[src/rtl/spi_cmd_master.sv]
// SPI command master: serialises {op,data} RAM commands to the SPI RAM wrapper and,
// for read-data commands, captures the 8-bit reply from MISO.
module spi_cmd_master #(
  parameter int RD_WAIT    = 2,
  parameter int GAP_CYCLES = 1
) (
  input  logic       clk,
  input  logic       rst_n,
  input  logic       cmd_valid,
  output logic       cmd_ready,
  input  logic [1:0] cmd_op,
  input  logic [7:0] cmd_data,
  output logic       ss_n,
  output logic       MOSI,
  input  logic       MISO,
  output logic       rd_valid,
  output logic [7:0] rd_data,
  output logic       busy
);

  localparam int MAXW = (RD_WAIT > GAP_CYCLES) ? RD_WAIT : GAP_CYCLES;
  localparam int WCW  = $clog2(MAXW + 1);
  localparam logic [WCW-1:0] WAIT_LAST = WCW'(RD_WAIT - 1);
  localparam logic [WCW-1:0] GAP_LAST  = WCW'(GAP_CYCLES - 1);

  typedef enum logic [2:0] {
    S_IDLE, S_SEL, S_SHIFT, S_WAIT, S_READ, S_GAP
  } state_e;

  state_e         state_q, state_d;
  logic [9:0]     w_q, w_d;
  logic [3:0]     bcnt_q, bcnt_d;
  logic [WCW-1:0] wcnt_q, wcnt_d;
  logic [7:0]     sh_q, sh_d;
  logic           ss_n_q, ss_n_d;
  logic           mosi_q, mosi_d;
  logic           rd_valid_q, rd_valid_d;
  logic [7:0]     rd_data_q, rd_data_d;

  always_comb begin
    state_d    = state_q;
    w_d        = w_q;
    bcnt_d     = bcnt_q;
    wcnt_d     = wcnt_q;
    sh_d       = sh_q;
    rd_valid_d = 1'b0;
    rd_data_d  = rd_data_q;

    case (state_q)
      S_IDLE: begin
        if (cmd_valid) begin
          w_d     = {cmd_op, cmd_data};
          state_d = S_SEL;
        end
      end
      S_SEL: begin
        bcnt_d  = 4'd0;
        state_d = S_SHIFT;
      end
      S_SHIFT: begin
        if (bcnt_q == 4'd9) begin
          wcnt_d  = '0;
          state_d = (w_q[9:8] == 2'b11) ? S_WAIT : S_GAP;
        end else begin
          bcnt_d = bcnt_q + 4'd1;
        end
      end
      S_WAIT: begin
        if (wcnt_q == WAIT_LAST) begin
          bcnt_d  = 4'd0;
          state_d = S_READ;
        end else begin
          wcnt_d = wcnt_q + WCW'(1);
        end
      end
      S_READ: begin
        sh_d = {sh_q[6:0], MISO};
        if (bcnt_q == 4'd7) begin
          // Publish the whole reply at once so rd_data never shows a partial byte.
          rd_data_d  = sh_d;
          rd_valid_d = 1'b1;
          wcnt_d     = '0;
          state_d    = S_GAP;
        end else begin
          bcnt_d = bcnt_q + 4'd1;
        end
      end
      S_GAP: begin
        if (wcnt_q == GAP_LAST) state_d = S_IDLE;
        else                    wcnt_d  = wcnt_q + WCW'(1);
      end
      default: state_d = S_IDLE;
    endcase

    // Pins are registered from the next state so they line up with the state they belong to.
    ss_n_d = !(state_d inside {S_SEL, S_SHIFT, S_WAIT, S_READ});
    mosi_d = 1'b0;
    if (state_d == S_SEL)        mosi_d = w_d[9];
    else if (state_d == S_SHIFT) mosi_d = w_d[4'd9 - bcnt_d];
  end

  always_ff @(posedge clk or negedge rst_n) begin
    if (!rst_n) begin
      state_q    <= S_IDLE;
      w_q        <= '0;
      bcnt_q     <= '0;
      wcnt_q     <= '0;
      sh_q       <= '0;
      ss_n_q     <= 1'b1;
      mosi_q     <= 1'b0;
      rd_valid_q <= 1'b0;
      rd_data_q  <= '0;
    end else begin
      state_q    <= state_d;
      w_q        <= w_d;
      bcnt_q     <= bcnt_d;
      wcnt_q     <= wcnt_d;
      sh_q       <= sh_d;
      ss_n_q     <= ss_n_d;
      mosi_q     <= mosi_d;
      rd_valid_q <= rd_valid_d;
      rd_data_q  <= rd_data_d;
    end
  end

  assign cmd_ready = (state_q == S_IDLE);
  assign busy      = !cmd_ready;
  assign ss_n      = ss_n_q;
  assign MOSI      = mosi_q;
  assign rd_valid  = rd_valid_q;
  assign rd_data   = rd_data_q;

endmodule
[config.mk]
export PLATFORM = sky130hd
export DESIGN_NAME = spi_cmd_master
export DESIGN_NICKNAME = d
export VERILOG_FILES = /design/src/rtl/spi_cmd_master.sv
export SDC_FILE = /design/constraint.sdc
export NUM_CORES = 1
export LEC_CHECK = 0
export CAP_MARGIN = 20
export CELL_PAD_IN_SITES_DETAIL_PLACEMENT = 0
export CELL_PAD_IN_SITES_GLOBAL_PLACEMENT = 1
export CORE_MARGIN = 5
export CORE_UTILIZATION = 43
export CTS_CLUSTER_DIAMETER = 200
export CTS_CLUSTER_SIZE = 28
export DETAILED_ROUTE_END_ITERATION = 16
export DONT_BUFFER_PORTS = 1
export PLACE_DENSITY = 0.82
export REMOVE_ABC_BUFFERS = 1
export SLEW_MARGIN = 20
export SYNTH_ARGS = -nofsm -noshare
export SYNTH_HDL_FRONTEND = slang
export SYNTH_SLANG_ARGS = --single-unit
[constraint.sdc]
create_clock -name clk -period 2.7 [get_ports clk]
set_clock_uncertainty 0.1 [all_clocks]
set_input_delay 0.54 -clock clk [delete_from_list [all_inputs] [get_ports clk]]
set_output_delay 0.54 -clock clk [all_outputs]
set_load 0.05 [all_outputs]
Word level (Yosys, flattened, before mapping)
Cells that the tools add are included.
- output and inout port bits: 13
- memories kept: 0
- bits in latches: 0
- memory bits (writable): 0
- word-level logic and storage cells: 62
- register bits: 37
- input bits: 14
- memory bits (read-only): 0
- equal/unequal tests: 17
- add/subtract/negate cells: 3
- order comparisons: 1
- div/mod/pow operators: 0
- multiply operators: 0
- reductions and logical operators: 8
- multiplexer cells: 24
- bitwise gates (word level): 0
- shift-type cells: 0
- operator list (operator ; count):
    two-way mux 10 bit ; 2
    two-way mux 3 bit ; 6
    case mux 3 bit (6 select lines) ; 1
    case mux 4 bit (4 select lines) ; 1
    equality test 3 x 2 -> 1 bit (second input constant) ; 4
    two-way mux 4 bit ; 3
    equality test 3 bit (second input constant) ; 3
    two-way mux 2 bit ; 4
    != test 2 bit (second input constant) ; 4
    case mux 2 bit (4 select lines) ; 1
    nonzero test 4 bit ; 2
    equality test 3 x 1 -> 1 bit (second input constant) ; 2
    < comparator 4 x 5 -> 1 bit (second input constant) ; 1
    two-way mux 1 bit ; 5
    AND reduction 5 bit ; 1
    adder 4 x 1 -> 4 bit (second input constant) ; 1
    binary-select mux 1 bit (select 4 bit) ; 1
    equality test 4 x 3 -> 1 bit (second input constant) ; 1
    equality test 4 bit (second input constant) ; 1
    subtractor 4 bit (first input constant) ; 1
    logical NOT 3 bit ; 1
    adder 2 x 1 -> 2 bit (second input constant) ; 1
    equality test 2 x 1 -> 1 bit (second input constant) ; 1
    equality test 2 bit (second input constant) ; 1
    3 further kinds ; 4

Logic depth before layout (Yosys ltp)
Gate-level depths: netlist (run 1).
- word-level depth: 8
- gate-level depth with buffers: 13
- depth with buffers taken out: 12

Worst setup path before layout (run 1)
No wires, ideal clock.
- kind: register to register
- start: register state_q[1]
- end: register mosi_q (netlist: MOSI)
- clock period less this slack: 3.500 ns
- setup slack: -0.800 ns
- setup time: 0.120 ns
- stages on the path, launching flop included: 9
- path buffers: 1
- arrival time: 3.280 ns
- data required time: 2.480 ns
- cells stage by stage: dfrtp_1 > buf_4 > nor3_1 > inv_1 > nand4_1 > o22ai_1 > xor2_1 > nor4bb_1 > a31o_1
- elaborated cells on any way between the ends: 21
- those cells by class: add/sub (1); eq/ne (7); mux (12); reduce/logical (1)
- RTL lines (element ; line ; RTL):
    start, declared ; 30 ; state_e state_q, state_d;
    start signal, assigned ; 114 ; state_q <= state_d;
    logical NOT 3 bit (*) ; -- ;
    named net cmd_ready ; 10 ; output logic cmd_ready,
    two-way mux 10 bit ; 49 ; case (state_q)
    binary-select mux 1 bit (select 4 bit) ; 99 ; else if (state_d == S_SHIFT) mosi_d = w_d[4'd9 - bcnt_d];
    two-way mux 1 bit (not written as such) ; 99 ;
    two-way mux 1 bit ; 99 ;
    two-way mux 1 bit (*) ; 98 ; if (state_d == S_SEL) mosi_d = w_d[9];
    named net mosi_d ; 36 ; logic mosi_q, mosi_d;
    end signal, assigned ; 120 ; mosi_q <= mosi_d;
    end, declared ; 36 ;
Mark *: on every way through the listed nets, which the timed path passes. The rest lies on a longest branch. The select of a mux whose other input is x is not followed.
A chain may end at the register's enable or synchronous reset.

Worst setup path after layout (run 1)
- start: register bcnt_q[1]
- end: register mosi_q (netlist: MOSI)
- word-level cells in the longest chain between the ends: 8
- elaborated cells on any way between the ends: 17
- those cells by class: add/sub (2); eq/ne (4); mux (11)
- RTL lines (element ; line ; RTL):
    start, declared ; 32 ; logic [3:0] bcnt_q, bcnt_d;
    start signal, assigned ; 116 ; bcnt_q <= bcnt_d;
    adder 4 x 1 -> 4 bit (tied with other cells) ; 65, 85 ;
    two-way mux 4 bit, on equally long branches ; 78, 61 ;
    case mux 4 bit (4 select lines) ; 49 ;
    subtractor 4 bit ; 99 ;
    binary-select mux 1 bit (select 4 bit) ; 99 ;
    two-way mux 1 bit (not written as such) ; 99 ;
    two-way mux 1 bit ; 99 ;
    two-way mux 1 bit (*) ; 98 ;
    named net mosi_d ; 36 ;
Marked as above.

==> qor.csv, run 1 <==
stage;metric;value;unit
setup_path;start_kind;register;
cts;cts.sinks;37;
die;row_count;24;
place;io_buffers;0;
die;die_w;77.5;um
timing;fmax;389;MHz
timing;period_minus_slack;2.57;ns
logic_synthesis;synth_area_per_cell;9.66;sq um
global_routing;overflow;0;
global_routing;globalRouteMet2Util;21.2;%
logic_synthesis;seq_area_frac_synth;47.3;%
die;fp.dieH;77.5;um
logic_synthesis;ys_types;46;
power_and_ir_drop;p_per_area;1310;nW/um^2
finish;area_growth;17.2;%
routing;vias;1453;
die;core_region_area;4380;sq um
routing;totalWireLength;4080;um
logic_synthesis;synth_cells;203;
power_and_ir_drop;p_comb_share;52.5;%
logic_synthesis;ys_ff_latch;37;
routing;wl_per_cell;14.9;um
power_and_ir_drop;p_int;1.80;mW
cts;numCtsBuffers;5;
logic_synthesis;synthFlopType;dfrtp_1;
power_and_ir_drop;p_switching;1.20;mW
cts;cts-root-buf;clkbuf_8;
timing;slew_headroom;65.2;%
power_and_ir_drop;ir_drop;715;uV
finish;diodes;0;
setup_path;cp.required;2.78;ns
power_and_ir_drop;p_leak;1.10;nW
outcome;status;finished clean;
logic_synthesis;synth.yosys.warnings;0;
timing;final_max_slew_viol_count;0;
global_routing;antenna_found_initial;0;
setup_path;arrival;2.65;ns
cts;cts_tree;built;
setup_path;crit_path_end_kind;register;
global_routing;gr-usage-met3;4.05;%
die;initial_utilization;44.7;%
routing;via_per_inst;5.30;
die;die-area;6010;sq um
run;drv_cap;0;
routing;dr.pass1.iters;4;
setup_path;path_class;register to register;
power_and_ir_drop;switching_share;39.9;%
power_and_ir_drop;total_power;3.00;mW
power_and_ir_drop;p_clk_share;18.7;%
cts;worstSkewPairLatency;0.29;ns
die;ioPinCount;27;
routing;postRouteAntennaNets;0;
place;post-dp-hpwl;2860;um
global_routing;grt_use_met1;18.9;%
logic_synthesis;synth_edf_count;0;
global_routing;grt_pass1_wl;6800;um
power_and_ir_drop;pwr-share-seq;28.8;%
global_routing;grt_use_total;14.2;%
cts;cts.path.max_buffers;2;
min_path;worstHoldPathType;input pin to register;
routing;drc_errors;0;
global_routing;top_usage_layer;met2;
global_routing;grt_pass1_vias;1431;
logic_synthesis;synth_area;1960;sq um
timing;finalHoldViolCount;0;
finish;final_core_util;52.5;%
global_routing;grt_max_degree;38;
timing;post-route-period-util;95.2;%
setup_path;cp_max_fo;5;
timing;setup_viol;0;
logic_synthesis;async_flop_share;100;%
place;gp_congestion;0.825;
finish;final_nets;241;
cts;path_clk_slew;0.07;ns
cts;htreeDepth;2;
timing;max_slew.worst_pin.slew;0.516;ns
routing;drtIter0Drc;70;
finish;drive_gt1_share;21.2;%
[power by group through the flow]
stage | Clock, mW | Combinational (mW) | Sequential, mW
2_1_floorplan | 0 | 0.984 | 0.892
3_3_place_gp | 0 | 1.37 | 0.871
3_5_place_dp | 0 | 1.37 | 0.877
4_1_cts | 0.569 | 1.42 | 0.867
5_1_grt | 0.598 | 1.75 | 0.886
6_report | 0.562 | 1.58 | 0.866
[Yosys cell counts (4+ instances only)]
master,instances,area (sq um)
nand2_1,57,214
a21oi_1,8,40.0
o22ai_1,4,25.0
nor2_1,7,26.3
dfrtp_1,36,901
nor3_1,4,20.0
nand3_1,5,25.0
ha_1,6,75.1
nand2b_1,4,25.0
o21ai_0,4,20.0
mux2_2,11,124
inv_1,9,33.8
[cell type report]
class | instances | area (sq um)
Timing Repair Buffer | 17 | 146
Clock buffer | 5 | 68.8
Fill cell | 404 | 2080
Clock inverter | 3 | 65.1
Tap cell | 52 | 65.1
Sequential cell | 37 | 927
Inverter | 10 | 37.5
Multi-Input combinational cell | 150 | 990
[routing by layer]
| metal | up-vias | part of all wire [%] |
|---|---|---|
| met3 | 8 | 4.3 |
| met1 | 687 | 47 |
| li1 | 733 | - |
| met2 | 25 | 46 |
| met4 | 0 | 2.3 |
| met5 | - | 0 |
[through the flow]
stage	area (sq um)	hold WS [ns]	std cells	setup WS, ns	setup TNS (ns)
2_1_floorplan	1910	0.144	196	-0.771	-1.61
3_3_place_gp	2080	0.145	261	0.0996	0
3_5_place_dp	2080	0.145	261	0.0482	0
4_1_cts	2250	0.249	271	0.00108	0
5_1_grt	2300	0.249	274	-0.0161	-0.0161
6_report	2300	0.254	274	0.130	0
[final timing paths]
kind	start	end	slack, ns	depth (start not counted)
worst max-delay path	bcnt_q[1]	MOSI	0.13	10
worst min-delay path	MISO	rd_data[0]	0.25	2
worst max register to register	bcnt_q[1]	MOSI	0.13	10
worst min register to register	sh_q[6]	rd_data[7]	0.37	2
max in group asynchronous	rst_n	ss_n	1.65	2
min in group asynchronous	rst_n	rd_data[0]	0.60	2
[timing repair]
item                                    in CTS  in global routing
buffers inserted                             0                  2
endpoints found under the setup margin       1                  1
hold buffers                                 2                  0
resized for setup                            1                  4
cloned                                       0                  1
endpoints found under the hold margin       37                  0
pin swaps                                    0                  1
[cells in the final DEF (no fill, tap or decap), types with 3 or more instances in the layout]
master and instances:
a21oi_1 8, buf_4 14, clkbuf_8 5, dfrtp_1 36
ha_1 5, inv_1 8, mux2_2 11, nand2_1 57
nand2b_1 4, nand3_1 5, nor2_1 7, nor2b_1 3
nor3_1 3, o21ai_0 4, o22ai_1 4
[flip-flops by register name, summed over array words and instances (netlist names)]
name / cells
bcnt_q: 4
MOSI: 1
ss_n: 1
wcnt_q: 2
sh_q: 7
w_q: 10
state_q: 3
rd_valid: 1
rd_data: 8
[cells by family (layout without fill, tap and decap cells)]
logic type | count (synthesis) | in the layout | share of synthesized area (%)
xor gates and xnor gates | 2 | 2 | 0.893
muxes | 15 | 16 | 8.99
buffers and inverters | 17 | 35 | 4.40
and+or+nand+nor | 92 | 92 | 22.1
DFF | 37 | 37 | 47.3
AOI/OAI and AO/OA | 34 | 34 | 12.5
adders and majority gates | 6 | 6 | 3.83
[critical path: stages, from the launching register on]
cell and delay, ns:
dfrtp_1 0.39, ha_1 0.19, nand3_1 0.09, or3b_2 0.47
nand2_1 0.09, o22ai_1 0.06, a21o_1 0.22, ha_4 0.26
nor4_2 0.26, nor4bb_1 0.08, a31o_1 0.23
(Power assumes the default switching activity.)
==> run 2, diff against run 1 <==
- CORE_ASPECT_RATIO: not set -> 1.5
==> qor.csv, run 2 (synthesis gave the netlist of run 1 again) <==
stage;metric;value;unit;change
setup_path;crit_path_end_kind;register;;
power_and_ir_drop;switching_share;42.5;%;+2.6 points
setup_path;cp.required;2.79;ns;about the same
finish;layout_common_cells;56 x nand2_1, 36 x dfrtp_1, 16 x buf_4, 11 x mux2_2, 9 x inv_1;;
setup_path;critPathTopFamily;compound AO/OA/AOI/OAI gates;;
routing;vias;1451;;-0.14%
global_routing;grt_max_degree;38;;unchanged
power_and_ir_drop;p_clk_share;13.7;%;-5.0 points
global_routing;antenna_found_initial;0;;unchanged
setup_path;crit_buf_inv;1;;+1
finish;drive_gt1_share;21.6;%;+0.45 points
timing;fmax;386;MHz;-0.77%
cts;worstSkewPairLatency;0.29;ns;about the same
setup_path;crit_slowest_cell;dfrtp_1;;
timing;slew_headroom;67.5;%;+2.3 points
routing;postRouteAntennaNets;0;;unchanged
die;die_w;65.2;um;-16%
routing;wl_per_cell;15.3;um;+2.4%
timing;finalHoldViolCount;0;;unchanged
setup_path;worst_path_largest_cell_delay;0.42;ns;-0.05 ns
global_routing;grt_pass1_vias;1482;;+3.6%
setup_path;worstPathCellList;inv_1 > ha_1 > and3b_1 > nor3_2 > a211o_1 > o22ai_1 > a21o_1 > ha_4 > nor4_2 > nor4bb_1 > a31o_1;;
routing;dr.pass1.iters;4;;unchanged
cts;cts-root-buf;clkbuf_8;;
timing;period_minus_slack;2.59;ns;+0.0200 ns
place;io_buffers;0;;unchanged
timing;setup_viol;0;;unchanged
timing;max_slew.worst_pin.slew;0.487;ns;-0.0284 ns
finish;final_common_cell;nand2_1;;
setup_path;r2r_slack;0.11;ns;-0.02 ns
setup_path;path_class;register to register;;
routing;drtIter0Drc;67;;-4.3%
power_and_ir_drop;p_leak;1.08;nW;-1.9%
global_routing;overflow;0;;unchanged
finish;final_area;2250;sq um;-2.2%
outcome;status;finished clean;;
finish;top_register;w_q;;
min_path;hold_depth;2;;unchanged
routing;totalWireLength;4120;um;+0.93%
timing;final_max_slew_viol_count;0;;unchanged
routing;via_per_inst;5.37;;+1.3%
power_and_ir_drop;p_switching;1.19;mW;-0.60%
cts;cts.path.max_buffers;2;;unchanged
cts;htreeDepth;2;;unchanged
setup_path;crit_cells;11;;+1
timing;post-route-period-util;95.9;%;+0.74 points
global_routing;grt_use_total;14.9;%;+0.65 points
setup_path;cp_max_fo;5;;unchanged
setup_path;start_kind;register;;
setup_path;arrival;2.68;ns;+0.03 ns
power_and_ir_drop;p_int;1.61;mW;-11%
cts;numCtsBuffers;5;;unchanged
die;ioPinCount;27;;unchanged
place;place_area;2080;sq um;+0.12%
die;row_count;30;;+25%
die;fp.dieH;92.7;um;+20%
cts;path_clk_slew;0.07;ns;about the same
power_and_ir_drop;ir_drop;464;uV;-35%
place;post-dp-hpwl;3020;um;+5.4%
finish;largest_reg_flops;10;;unchanged
finish;final_nets;241;;unchanged
power_and_ir_drop;p_per_area;1240;nW/um^2;-4.7%
setup_path;r2r_cells;11;;+1
finish;diodes;0;;unchanged
timing;rsz0062_at_grt;false;;
cts;cts.sinks;37;;unchanged
run;drv_cap;0;;unchanged
min_path;worstHoldPathType;input pin to register;;
finish;area_growth;14.7;%;
die;die-area;6040;sq um;+0.46%
place;gp_congestion;0.862;;+4.5%
power_and_ir_drop;pwr-share-seq;30.9;%;+2.1 points
cts;cts_tree;built;;
global_routing;grt_pass1_wl;6780;um;-0.31%
routing;drc_errors;0;;unchanged
power_and_ir_drop;total_power;2.80;mW;-6.8%
die;core_region_area;4470;sq um;+1.9%
die;initial_utilization;43.9;%;-0.83 points
power_and_ir_drop;p_comb_share;55.5;%;+3.0 points
run 2: metrics by stage:
step | std cells | util (%) | hold slack [ns] | setup TNS [ns] | setup slack, ns
final | 270 | 50.4 | 0.258 | 0 | 0.110
after global routing | 270 | 50.4 | 0.258 | 0 | 0.00495
after CTS | 268 | 49.5 | 0.249 | 0 | 0.0101
after detailed placement | 258 | 46.6 | 0.145 | 0 | 0.0117
after global placement | 258 | 46.6 | 0.145 | 0 | 0.0956
after floorplan | 196 | - | 0.144 | -1.61 | -0.771
run 2: routing by layer:
metal / wire length (um) / vias up / part of all wire [%] / track usage (%)
met5: 0 / - / 0 / 0
met4: 92 / 0 / 2.2 / 7.27
met3: 145 / 5 / 3.5 / 2.91
met2: 2240 / 26 / 54 / 26.2
met1: 1640 / 693 / 40 / 16.8
li1: - / 727 / - / -
run 2: final cells by class:
| class | count | area [sq um] |
|---|---|---|
| well taps | 48 | 60.1 |
| repair buffers | 18 | 150 |
| clock inverters | 3 | 21.3 |
| inverters | 10 | 37.5 |
| fillers | 431 | 2220 |
| multi-input cells | 149 | 985 |
| flip-flops and latches | 37 | 927 |
| clock buffers | 5 | 68.8 |
run 2: path summary, 6_finish.rpt:
check / endpoint / from
max: MOSI / bcnt_q[1]
min: w_q[4] / cmd_data[4]
max reg2reg: MOSI / bcnt_q[1]
min reg2reg: w_q[7] / w_q[7]
max in group asynchronous: ss_n / rst_n
min in group asynchronous: rd_data[3] / rst_n
run 2: repair_timing:
item	4_1_cts	5_1_grt
setup buffers	0	2
hold buffers	2	0
gates resized for setup	1	6
setup endpoints to repair	1	1
endpoints found under the hold margin	37	0
pin swaps	0	2
run 2: power by group through the flow:
stage          Combinational (mW)  Sequential, mW  Clock (mW)
3_5_place_dp                 1.41           0.878           0
2_1_floorplan               0.984           0.892           0
6_report                     1.55           0.864       0.383
5_1_grt                      1.69           0.888       0.419
4_1_cts                      1.47           0.866       0.397
3_3_place_gp                 1.39           0.871           0
==> run 3, diff against run 2 <==
- REMOVE_ABC_BUFFERS: 1 -> not set
==> qor.csv, run 3 (synthesis gave the netlist of run 1 again) <==
stage;metric;value;unit;change
cts;cts_tree;built;;
place;dp.cells;256;;-0.78%
power_and_ir_drop;p_per_area;1240;nW/um^2;-0.13%
routing;dr.pass1.iters;4;;unchanged
timing;post-route-period-util;94.4;%;-1.5 points
timing;period_minus_slack;2.55;ns;-0.0414 ns
setup_path;arrival;2.63;ns;-0.05 ns
timing;max_slew.worst_pin.slew;0.487;ns;-0.000870 ns
cts;numCtsBuffers;5;;unchanged
routing;postRouteAntennaNets;0;;unchanged
min_path;worstHoldPathType;input pin to register;;
routing;via_per_inst;5.62;;+4.6%
die;die_w;65.2;um;unchanged
cts;htreeDepth;2;;unchanged
min_path;worstHoldEndpoint;rd_data[0];;
finish;diodes;0;;unchanged
finish;n_fill_cell;421;;-2.3%
power_and_ir_drop;p_leak;1.07;nW;-0.23%
setup_path;start_kind;register;;
die;fp.dieH;92.7;um;unchanged
finish;top_register;w_q;;
finish;layout_common_cells;57 x nand2_1, 36 x dfrtp_1, 15 x buf_4, 11 x mux2_2, 9 x inv_1;;
routing;drtIter0Drc;56;;-16%
finish;area_growth;14.7;%;about the same
die;core_region_area;4470;sq um;unchanged
min_path;hp-start;MISO;;
cts;cts.sinks;37;;unchanged
routing;drc_errors;0;;unchanged
setup_path;crit_start;bcnt_q[0];;
timing;whs;0.256;ns;-0.00105 ns
global_routing;grt_use_total;15.2;%;+0.34 points
setup_path;path_common_cell;ha_4;;
outcome;status;finished clean;;
timing;setup_viol;0;;unchanged
timing;final_max_slew_viol_count;0;;unchanged
place;post-dp-hpwl;3070;um;+1.9%
setup_path;crit_path_end_kind;register;;
finish;largest_reg_flops;10;;unchanged
finish;drive_gt1_share;20.8;%;-0.81 points
timing;fin_setup_tns;0;ns;unchanged
global_routing;overflow;0;;unchanged
global_routing;grt_pass1_vias;1542;;+4.0%
setup_path;crit-reg2reg-launch;bcnt_q[0];;
die;initial_utilization;43.9;%;unchanged
timing;finalHoldViolCount;0;;unchanged
logic_synthesis;synth_fp_nets;223;;
finish;layoutNonFillerInstCount;269;;-0.37%
routing;wl_per_cell;15.6;um;+2.0%
place;gp_congestion;0.914;;+6.0%
die;row_count;30;;unchanged
global_routing;grt_pass1_wl;7040;um;+3.9%
die;ioPinCount;27;;unchanged
routing;totalWireLength;4190;um;+1.6%
setup_path;path_class;register to register;;
finish;final_common_cell;nand2_1;;
timing;slew_headroom;67.4;%;-0.093 points
setup_path;r2r_end;MOSI;;
cts;worstSkewPairLatency;0.29;ns;about the same
finish;final_nets;240;;-0.41%
power_and_ir_drop;ir_drop;547;uV;+18%
setup_path;cp_max_fo;5;;unchanged
cts;cts.path.max_buffers;2;;unchanged
run;drv_cap;0;;unchanged
cts;cts-root-buf;clkbuf_8;;
place;io_buffers;0;;unchanged
setup_path;worstPathCellList;ha_4 > nand3_1 > or3b_2 > nand2_1 > o22ai_1 > a21o_1 > ha_4 > nor4_2 > nor4bb_1 > a31o_1;;
global_routing;grt_max_degree;38;;unchanged
setup_path;cp.required;2.78;ns;about the same
setup_path;worst_path_largest_cell_delay;0.46;ns;+0.04 ns
routing;vias;1512;;+4.2%
setup_path;crit_slowest_cell;or3b_2;;
cts;path_clk_slew;0.08;ns;about the same
global_routing;antenna_found_initial;0;;unchanged
timing;fmax;392;MHz;+1.6%
setup_path;r2r_slack;0.15;ns;+0.04 ns
die;die-area;6040;sq um;unchanged
setup_path;r2r_cells;10;;-1
min_path;hold_depth;2;;unchanged
[run 3: layer usage]
metal	wire, um	vias to the layer above	GRT usage (%)
met4	136	0	7.96
met2	2150	28	26.3
met1	1680	741	16.7
met5	0	-	0
met3	220	13	4.00
li1	-	730	-
[run 3: through the flow]
| step | cell area [sq um] | total power, mW | worst slack [ns] | utilization [%] |
|---|---|---|---|---|
| 2_1_floorplan | 1990 | 1.99 | 0.00489 | - |
| 3_3_place_gp | 2090 | 2.30 | 0.0744 | 46.8 |
| 3_5_place_dp | 2090 | 2.32 | 0.0339 | 46.8 |
| 4_1_cts | 2210 | 2.73 | 0.0180 | 49.5 |
| 5_1_grt | 2250 | 3.00 | -0.00542 | 50.4 |
| 6_report | 2250 | 2.80 | 0.152 | 50.4 |
[run 3: report_power, final]
part	switching (mW)	total [mW]	internal, mW
Clock	0.204	0.387	0.183
Sequential	0.151	0.867	0.717
Combinational	0.841	1.54	0.702
[run 3: worst max path at each step]
stage                 to  slack (ns)  cells past startpoint
floorplan           MOSI       0.005                     12
global placement    MOSI        0.07                     10
detailed placement  MOSI        0.03                     10
CTS                 MOSI        0.02                     10
global route        MOSI      -0.005                     10
finish              MOSI        0.15                     10
[run 3: cell type report]
type,count,area [sq um],area share [%]
tap,48,60.1,2.67
clock inverter,3,21.3,0.945
multi-input combinational,149,993,44.1
clock buffer,5,68.8,3.06
inverter,10,37.5,1.67
sequential,37,927,41.2
timing repair buffer,17,143,6.34
[run 3: what timing repair did]
action	CTS	global route
resized for setup	0	3
hold buffers	2	0
endpoints found under the hold margin	37	0
endpoints found under the setup margin	0	1
setup buffers	0	3
[run 3: worst max-delay path: cells and delay by family (launching register included)]
| kind | cells | cell delay, ns |
|---|---|---|
| and+or+nand+nor | 5 | 0.90 |
| AOI/OAI and AO/OA | 3 | 0.52 |
| adders and majority gates | 2 | 0.46 |
| DFF | 1 | 0.45 |
